--- config.mk ---
export PLATFORM = sky130hd
export DESIGN_NAME = ocd_lvl_sched
export DESIGN_NICKNAME = d
export VERILOG_FILES = /design/src/rtl/ocd_pkg.sv /design/src/rtl/period_tick.sv /design/src/rtl/ocd_lvl_sched.sv
export SDC_FILE = /design/constraint.sdc
export NUM_CORES = 1
export LEC_CHECK = 0
export ABC_AREA = 1
export BUFFER_PORTS_ARGS = -buffer_cell sky130_fd_sc_hd__buf_4
export CORE_ASPECT_RATIO = 0.7
export CORE_MARGIN = 2
export CORE_UTILIZATION = 62
export CTS_CLUSTER_DIAMETER = 100
export CTS_CLUSTER_SIZE = 10
export DETAILED_ROUTE_END_ITERATION = 7
export PLACE_DENSITY_LB_ADDON = 0.2
export SLEW_MARGIN = 20
export SYNTH_ARGS = -nofsm -noshare
export SYNTH_HDL_FRONTEND = slang
export SYNTH_SLANG_ARGS = --single-unit
--- constraint.sdc ---
create_clock -name clk -period 9.3 [get_ports clk]
set_input_delay 1.86 -clock clk [delete_from_list [all_inputs] [get_ports clk]]
set_output_delay 1.86 -clock clk [all_outputs]
set_load 0.005 [all_outputs]
--- src/rtl/ocd_pkg.sv ---
// ocd_pkg -- shared definitions for the OCD level scheduler and period-synchronous blocks.
//   cnt_max_f : PWM period length in clk cycles (same arithmetic as ocd_lvl)
//   cnt_w_f   : register width needed to hold 0..cnt_max-1
//   clamp_f   : saturate a requested level at the configured maximum
//   state_e   : scheduler FSM states
package ocd_pkg;

    typedef enum logic [1:0] {
        OFF  = 2'd0,
        IDLE = 2'd1,
        UP   = 2'd2,
        DN   = 2'd3
    } state_e;

    function automatic int cnt_max_f(input int clk_mhz, input int freq_khz);
        return (1000 * clk_mhz) / freq_khz;
    endfunction

    function automatic int cnt_w_f(input int cnt_max);
        return (cnt_max > 1) ? $clog2(cnt_max) : 1;
    endfunction

    function automatic int clamp_f(input int val, input int max_val);
        return (val > max_val) ? max_val : val;
    endfunction

endpackage

--- src/rtl/period_tick.sv ---
// period_tick -- PWM period-boundary strobe, cycle-exact with the ocd_lvl counter.
//   clk   in  system clock
//   rst_n in  synchronous active-low reset
//   tick  out high for the single cycle in which the down-counter sits at 0
module period_tick
    import ocd_pkg::*;
#(
    parameter int CLK_MHZ  = 100,
    parameter int FREQ_KHZ = 100
) (
    input  logic clk,
    input  logic rst_n,
    output logic tick
);

    localparam int CNT_MAX = cnt_max_f(CLK_MHZ, FREQ_KHZ);
    localparam int CW      = cnt_w_f(CNT_MAX);
    localparam logic [CW-1:0] CNT_TOP = CW'(CNT_MAX - 1);

    logic [CW-1:0] cnt_q;
    logic [CW-1:0] cnt_d;

    always_comb begin
        cnt_d = (cnt_q == '0) ? CNT_TOP : (cnt_q - CW'(1));
    end

    always_ff @(posedge clk) begin
        if (!rst_n) begin
            cnt_q <= CNT_TOP;
        end else begin
            cnt_q <= cnt_d;
        end
    end

    assign tick = (cnt_q == '0);

endmodule

--- src/rtl/ocd_lvl_sched.sv ---
// ocd_lvl_sched -- arbitrates host/pot level requests and ramps the level applied
// to ocd_lvl (pw_par) toward the target, stepping only on PWM period boundaries.
//   clk, rst_n         clock, synchronous active-low reset
//   en                 level enable; low forces pw_par to 0 immediately
//   host_lock          blocks the pot port
//   a_valid/a_val/a_ready  host request port (priority)
//   b_valid/b_val/b_ready  pot request port
//   pw_par             applied level (registered)
//   busy               ramp in progress
//   done               one-cycle pulse after the ramp reaches its target
//   tick               period-boundary strobe
module ocd_lvl_sched
    import ocd_pkg::*;
#(
    parameter int CLK_MHZ     = 100,
    parameter int FREQ_KHZ    = 100,
    parameter int PAR_MAX_VAL = 100,
    parameter int STEP_UP     = 10,
    parameter int STEP_DN     = 100,
    parameter int INIT_VAL    = 0,
    localparam int W = (PAR_MAX_VAL > 0) ? $clog2(PAR_MAX_VAL + 1) : 1
) (
    input  logic         clk,
    input  logic         rst_n,
    input  logic         en,
    input  logic         host_lock,
    input  logic         a_valid,
    input  logic [W-1:0] a_val,
    output logic         a_ready,
    input  logic         b_valid,
    input  logic [W-1:0] b_val,
    output logic         b_ready,
    output logic [W-1:0] pw_par,
    output logic         busy,
    output logic         done,
    output logic         tick
);

    // Steps larger than the full range behave like the full range; limiting them
    // here keeps the constants inside the W+1 bit ramp arithmetic.
    localparam logic [W:0] STEP_UP_X = (W+1)'(clamp_f(STEP_UP, PAR_MAX_VAL));
    localparam logic [W:0] STEP_DN_X = (W+1)'(clamp_f(STEP_DN, PAR_MAX_VAL));
    localparam logic [W-1:0] TGT_INIT = W'(clamp_f(INIT_VAL, PAR_MAX_VAL));

    state_e       state_q, state_d;
    logic [W-1:0] cur_q, cur_d;
    logic [W-1:0] target_q, target_d;
    logic         done_q, done_d;

    logic [W:0]   cur_x, tgt_x, diff_x, step_x, next_x;

    period_tick #(
        .CLK_MHZ  (CLK_MHZ),
        .FREQ_KHZ (FREQ_KHZ)
    ) u_period_tick (
        .clk   (clk),
        .rst_n (rst_n),
        .tick  (tick)
    );

    // Host always wins; ready is suppressed while reset is held.
    assign a_ready = a_valid & rst_n;
    assign b_ready = b_valid & ~a_valid & ~host_lock & rst_n;

    always_comb begin
        target_d = target_q;
        if (a_ready) begin
            target_d = W'(clamp_f(int'(a_val), PAR_MAX_VAL));
        end else if (b_ready) begin
            target_d = W'(clamp_f(int'(b_val), PAR_MAX_VAL));
        end
    end

    // One ramp step toward the target held before this edge, so a request that
    // lands on a tick edge only takes effect from the following tick.
    always_comb begin
        cur_x  = {1'b0, cur_q};
        tgt_x  = {1'b0, target_q};
        diff_x = '0;
        step_x = '0;
        next_x = cur_x;
        if (cur_x < tgt_x) begin
            diff_x = tgt_x - cur_x;
            step_x = (diff_x > STEP_UP_X) ? STEP_UP_X : diff_x;
            next_x = cur_x + step_x;
        end else if (cur_x > tgt_x) begin
            diff_x = cur_x - tgt_x;
            step_x = (diff_x > STEP_DN_X) ? STEP_DN_X : diff_x;
            next_x = cur_x - step_x;
        end
    end

    always_comb begin
        cur_d = cur_q;
        // Disable is a safety path: zero the level on this edge, no tick wait.
        // Leaving OFF also keeps cur at 0 so the ramp starts from zero.
        if (!en || state_q == OFF) begin
            cur_d = '0;
        end else if (tick) begin
            cur_d = next_x[W-1:0];
        end
    end

    // State follows the relation between the post-edge level and target, which
    // covers ramp completion, retargeting and the OFF exit in one rule.
    always_comb begin
        state_d = state_q;
        if (!en) begin
            state_d = OFF;
        end else if (cur_d == target_d) begin
            state_d = IDLE;
        end else if (cur_d < target_d) begin
            state_d = UP;
        end else begin
            state_d = DN;
        end
        done_d = ((state_q == UP) || (state_q == DN)) && (state_d == IDLE);
    end

    always_ff @(posedge clk) begin
        if (!rst_n) begin
            state_q  <= OFF;
            cur_q    <= '0;
            target_q <= TGT_INIT;
            done_q   <= 1'b0;
        end else begin
            state_q  <= state_d;
            cur_q    <= cur_d;
            target_q <= target_d;
            done_q   <= done_d;
        end
    end

    assign pw_par = cur_q;
    assign busy   = (state_q == UP) || (state_q == DN);
    assign done   = done_q;

endmodule
==> metrics.cfg, run 1 <==
[clock_tree]
ctsRootBufferMaster=clkbuf_8
cts_resized=0
cts_buffers=3
path_clk_slew_ns=0.09
clk_latency_ns=0.28
ctsHoldBuffers=0
cts_tree=done
clk_path_buf_depth=2
htree_levels=1
post_cts_buffers=0
cts_num_sinks=27

[detailed_routing]
drt-initial-drc-count=228
drc_errors=0
dr.pass1.iters=5
routedWlPerCell_um=14.2
postRouteAntennaNets=0
detail_route.vias_per_cell=5.62
num_vias=2891
finalWirelength_mm=7.29

[power]
ir_drop_v=0.0000901
pwr-share-clk_pct=21.0
combPwrFrac_pct=41.0
p_leak_nw=1.58
powerDensity_mw_per_mm2=106
power.share.sequential_pct=37.9
power_switching_mw=0.126
switching_share_pct=39.0
power_mw=0.324
p_int_mw=0.198

[critical_path]
timing.rr.start=pw_par[1]
r2r_end=state_q[0]
cp-end-kind=register
critPathMaxFanout=7
cpMostUsedCell=inv_1
start_kind=register
cp_slowest_cell=dfxtp_1
arrival_ns=5.13
r2r_slack_ns=4.35
r2r_cells=29
required_ns=9.48
timing_worst_setup_path_type=reg2reg
crit_path_max_incr_delay_ns=0.54

[run_status]
status=complete, no violations

[floorplanning]
start_util_pct=63.7
ios=32
die_width_um=83.5
die_y_um=59.6
coreArea_mm2=0.00430
dieArea_mm2=0.00498
num_rows=20

[global_route]
grt_pass1_wl_mm=12.0
overflow=0
grt_usage_pct=30.2
grt_pass1_vias=2620
grt_max_degree=17
antenna_found_initial=0

[sta]
slew_violations=0
min_period_ns=4.95
setup_viol=0
skew_ns=0.00301
fin_crit_sh_pct=53.2
fin_ws_ns=4.35
slew_headroom_pct=62.9
finalHoldViolations=0
tightest_slew_ns=0.555
grt_setup_unrepaired=no
fmax_ghz=0.202
setup-tns-final_ns=0

[placed_design]
hpwl_mm=6.06
port_buffers=31
place_ws_ns=4.50
gp_congestion=1.07
dpl_cell_area_mm2=0.00301
dp_cells=510

[layout]
layoutNonFillerInstCount=514
antenna_cells=0
n_fill_cell=362
area_growth_pct=11.6
final_layout_size_suffix_gt1_share_pct=12.6
design_area_mm2=0.00306
layout.nets=516

[worst_hold_path]
hold_start=u_period_tick.cnt_q[0]
holdPathEnd=u_period_tick.cnt_q[0]
hp-class=reg2reg
holdPathStages=1

[flow_run]
maxCapViolations=0

[logic_synthesis]
syn_area_mm2=0.00274
synth.yosys.warnings=0
synth_cell_types=41
synth_top_area_share_pct=19.7
yosys.area.top_type=dfxtp_1
avgSynthCellArea_um2=6.38
synth_seq_cells=27
synthTopCellsByArea=dfxtp_1 (20%), ha_1 (15%), nand2_1 (14%), inv_1 (9.3%), nor2_1 (7.3%)
yosys-top-cells-count=nand2_1 (99), inv_1 (68), nor2_1 (53), ha_1 (32), nand3_1 (29)
synth_flop_cell=dfxtp_1
yosysMostFrequentCell=nand2_1
synth-edff-count=0
synth_seq_area_share_pct=19.7
synthCells=430
async_flop_share_pct=0

cells in the final DEF (no fill, tap or decap), drive strengths merged:
| master | Yosys | routed |
|---|---|---|
| a21oi | 26 | 26 |
| o311ai | 1 | 1 |
| xnor2 | 7 | 7 |
| nand4 | 5 | 5 |
| ha | 32 | 32 |
| o41ai | 1 | 1 |
| and3 | 2 | 2 |
| o21ai | 20 | 20 |
| or2 | 3 | 3 |
| o31ai | 3 | 3 |
| nand3 | 32 | 32 |
| nand2 | 105 | 105 |
| o2111ai | 1 | 1 |
| a22oi | 1 | 1 |
| nor2 | 57 | 57 |
| inv | 70 | 70 |
| nor3 | 6 | 6 |
| or4 | 1 | 1 |
| a211oi | 2 | 2 |
| a31oi | 3 | 3 |
| clkinvlp | 0 | 1 |
| o211ai | 8 | 8 |
| buf | 3 | 31 |
| o21bai | 2 | 2 |
| clkinv | 1 | 1 |
| conb | 1 | 2 |
| xor2 | 1 | 1 |
| o22ai | 1 | 1 |
| clkbuf | 4 | 3 |
| fa | 4 | 4 |
| dfxtp | 27 | 27 |
sequential cells by signal (all words and copies together) (netlist names):
| register | count |
|---|---|
| target_q | 7 |
| pw_par | 7 |
| u_period_tick.cnt_q | 10 |
| state_q | 2 |
| done | 1 |
critical path, delay by kind of cell (launching register included):
kind / cells / cell delay (ns)
xor+xnor: 1 / 0.25
compound gates: 4 / 0.70
fa+ha+maj: 3 / 1.23
simple gates: 14 / 1.48
flops: 1 / 0.54
buf+inv: 7 / 0.64
worst max-delay path by stage:
stage | from | endpoint | slack [ns]
global route | pw_par[1] | state_q[0] | 3.90
floorplan | pw_par[0] | state_q[0] | 5.07
detailed placement | pw_par[1] | state_q[0] | 4.50
global placement | pw_par[1] | state_q[0] | 4.69
CTS | pw_par[1] | state_q[0] | 4.48
finish | pw_par[1] | state_q[0] | 4.35
cells by family (layout without fill, tap and decap cells):
kind of cell,Yosys count,count (layout),synth area share [%]
and+or+nand+nor,211,211,33.5
buffers and inverters,78,106,11.0
AOI/OAI and AO/OA,69,69,15.5
adders and majority gates,36,36,17.5
DFF,27,27,19.7
xor gates and xnor gates,8,8,2.56
other,1,2,0.137
power by group through the flow:
stage	clock network, mW	registers, mW	logic [mW]
CTS	0.0686	0.123	0.130
detailed placement	0	0.125	0.130
global route	0.0714	0.123	0.151
finish	0.0682	0.123	0.133
global placement	0	0.125	0.127
floorplan	0	0.124	0.0976
through the flow:
stage,hold slack [ns],util [%]
after floorplan,0.380,-
after global placement,0.394,70.0
after detailed placement,0.399,70.0
after CTS,0.445,71.1
after global routing,0.464,71.1
final,0.445,71.1
area by class of cell:
cell class / count / area [um2] / area share [%]
clock buffer: 3 / 41.3 / 1.35
clock inverter: 1 / 7.51 / 0.245
inverter: 71 / 268 / 8.75
multi-input combinational: 326 / 1900 / 62.1
sequential: 27 / 541 / 17.7
tap: 55 / 68.8 / 2.25
timing repair buffer: 31 / 233 / 7.60
per-layer routing:
metal / GRT usage [%] / wire length (um) / share of wire, %
met3: 5.01 / 550 / 7.5
met4: 6.22 / 89 / 1.2
met1: 43.3 / 3610 / 49
met2: 48.6 / 3050 / 42
met5: 0 / 0 / 0
(Power assumes the default switching activity.)
==> run 2, diff against run 1 <==
--- a/config.mk
+++ b/config.mk
@@ -9,7 +9,7 @@
 export BUFFER_PORTS_ARGS = -buffer_cell sky130_fd_sc_hd__buf_4
 export CORE_ASPECT_RATIO = 0.7
 export CORE_MARGIN = 2
-export CORE_UTILIZATION = 62
+export CORE_UTILIZATION = 54
 export CTS_CLUSTER_DIAMETER = 100
 export CTS_CLUSTER_SIZE = 10
 export DETAILED_ROUTE_END_ITERATION = 7
==> constraint.sdc (replaced) <==
create_clock -name clk -period 4.25 [get_ports clk]
set_input_delay 0.85 -clock clk [delete_from_list [all_inputs] [get_ports clk]]
set_output_delay 0.85 -clock clk [all_outputs]
set_load 0.005 [all_outputs]
==> metrics.cfg, run 2 (synthesis gave the netlist of run 1 again) <==
[sta]
setup_viol=3
skew_ns=0.00374
tightest_slew_ns=0.628
fin_ws_ns=-0.346
min_period_ns=4.60
fin_crit_sh_pct=108
slew_violations=0
grt_setup_unrepaired=yes
finalHoldViolations=0
slew_headroom_pct=57.7
fmax_ghz=0.218

[critical_path]
crit_path_max_incr_delay_ns=0.43
r2r_slack_ns=-0.35
cp_num_buf_inv=9
timing_worst_setup_path_type=reg2reg
cp_slowest_cell=fa_2
crit_family=simple AND/OR/NAND/NOR gates
r2r_cells=34
r2r_end=state_q[0]
cp-end-kind=register
arrival_ns=4.77
required_ns=4.43
timing.rr.start=target_q[0]
critPathMaxFanout=3
start_kind=register

[global_route]
grt_max_degree=16
antenna_found_initial=0
grt_usage_pct=31.4
overflow=0
grt_pass1_wl_mm=13.9
grt_pass1_vias=3045

[power]
power.share.sequential_pct=29.2
power_switching_mw=0.375
p_int_mw=0.545
ir_drop_v=0.000171
pwr-share-clk_pct=16.1
switching_share_pct=40.8
p_leak_nw=1.95
combPwrFrac_pct=54.7
powerDensity_mw_per_mm2=230
power_mw=0.920

[floorplanning]
ios=32
die_width_um=89.2
num_rows=21
start_util_pct=56.7
coreArea_mm2=0.00483
die_y_um=63.6
dieArea_mm2=0.00567

[layout]
layoutNonFillerInstCount=594
final_common_cell=buf_4
final_layout_size_suffix_gt1_share_pct=37.7
most-common-layout-cells=buf_4 (92), nand2_1 (88), inv_1 (56), nor2_1 (48), dfxtp_1 (24)
largest_register_ffs=10
antenna_cells=0
regMostFlops=u_period_tick.cnt_q
n_fill_cell=281
finish.utilization_pct=82.8
area_growth_pct=46.0
layout.nets=582

[clock_tree]
cts_tree=done
clk_latency_ns=0.27
htree_levels=1
path_clk_slew_ns=0.09
clk_path_buf_depth=2
ctsHoldBuffers=0
cts_buffers=3
ctsRootBufferMaster=clkbuf_8
cts_num_sinks=27

[detailed_routing]
drt-initial-drc-count=486
finalWirelength_mm=11.2
dr.pass1.iters=8
detail_route.vias_per_cell=6.05
drc_errors=0
num_vias=3596
postRouteAntennaNets=0
routedWlPerCell_um=18.8

[run_status]
failed_checks=negative setup slack
status=finished, violations left

[worst_hold_path]
hp-class=reg2reg
holdPathStages=1
hold_start=u_period_tick.cnt_q[0]
holdPathEnd=u_period_tick.cnt_q[0]

[placed_design]
hpwl_mm=6.79
port_buffers=31
gp_congestion=0.976
dp_cells=574

[flow_run]
maxCapViolations=0

-- run 2: cell types whose count changed in the layout (fill, tap and decap cells not counted), sizes merged --
cell,before,now
buf,31,97
clkbuf,3,4
clkinvlp,1,0
-- run 2: worst max-delay path by stage --
stage	endpoint	depth (start not counted)	startpoint
final	state_q[0]	34	target_q[0]
after global routing	state_q[0]	25	target_q[0]
after CTS	state_q[0]	30	pw_par[4]
after detailed placement	state_q[0]	34	pw_par[0]
after global placement	state_q[0]	34	pw_par[0]
after floorplan	state_q[0]	34	pw_par[0]
-- run 2: final cells by class --
| type | count | area (um2) | share of cell area [%] |
|---|---|---|---|
| Multi-Input combinational cell | 326 | 2310 | 57.6 |
| Timing Repair Buffer | 97 | 747 | 18.7 |
| Sequential cell | 27 | 547 | 13.7 |
| Inverter | 71 | 270 | 6.75 |
| Tap cell | 69 | 86.3 | 2.16 |
| Clock buffer | 4 | 45.0 | 1.13 |
-- run 2: power groups by stage --
stage	clock (mW)	combinational [mW]	sequential [mW]
6_report	0.148	0.504	0.269
5_1_grt	0.158	0.531	0.270
4_1_cts	0.145	0.377	0.267
3_5_place_dp	0	0.356	0.273
3_3_place_gp	0	0.346	0.273
2_1_floorplan	0	0.214	0.272
-- run 2: timing repair --
item                       4_1_cts  5_1_grt
setup buffers                    5       11
gates resized for setup         19       81
setup endpoints to repair        3        3
pin swaps                        2       43
-- run 2: stage by stage --
step	hold slack [ns]	cell area (um2)	worst slack, ns	TNS (ns)
3_5_place_dp	0.400	3400	-0.220	-0.348
4_1_cts	0.422	3560	0.00542	0
5_1_grt	0.473	4000	-0.454	-1.10
3_3_place_gp	0.393	3400	-0.0910	-0.106
2_1_floorplan	0.380	2750	0.0169	0
6_report	0.437	4000	-0.346	-0.910
-- run 2: worst reg2reg max path: cells and delay by family, from the launching register on --
family | cells | cell delay (ns)
AND/OR/NAND/NOR | 15 | 1.55
adder cells (fa/ha/maj) | 4 | 1.04
AO/OA/AOI/OAI | 5 | 0.69
buffers and inverters | 9 | 0.65
flip-flops | 1 | 0.35
XOR/XNOR | 1 | 0.23
-- run 2: per-layer routing --
layer,wire length (um),global-route usage [%],up-vias
li1,-,-,1584
met1,4090,44.5,1620
met2,4830,50.8,298
met3,1430,5.24,94
met4,808,4.85,0
met5,0,0,-
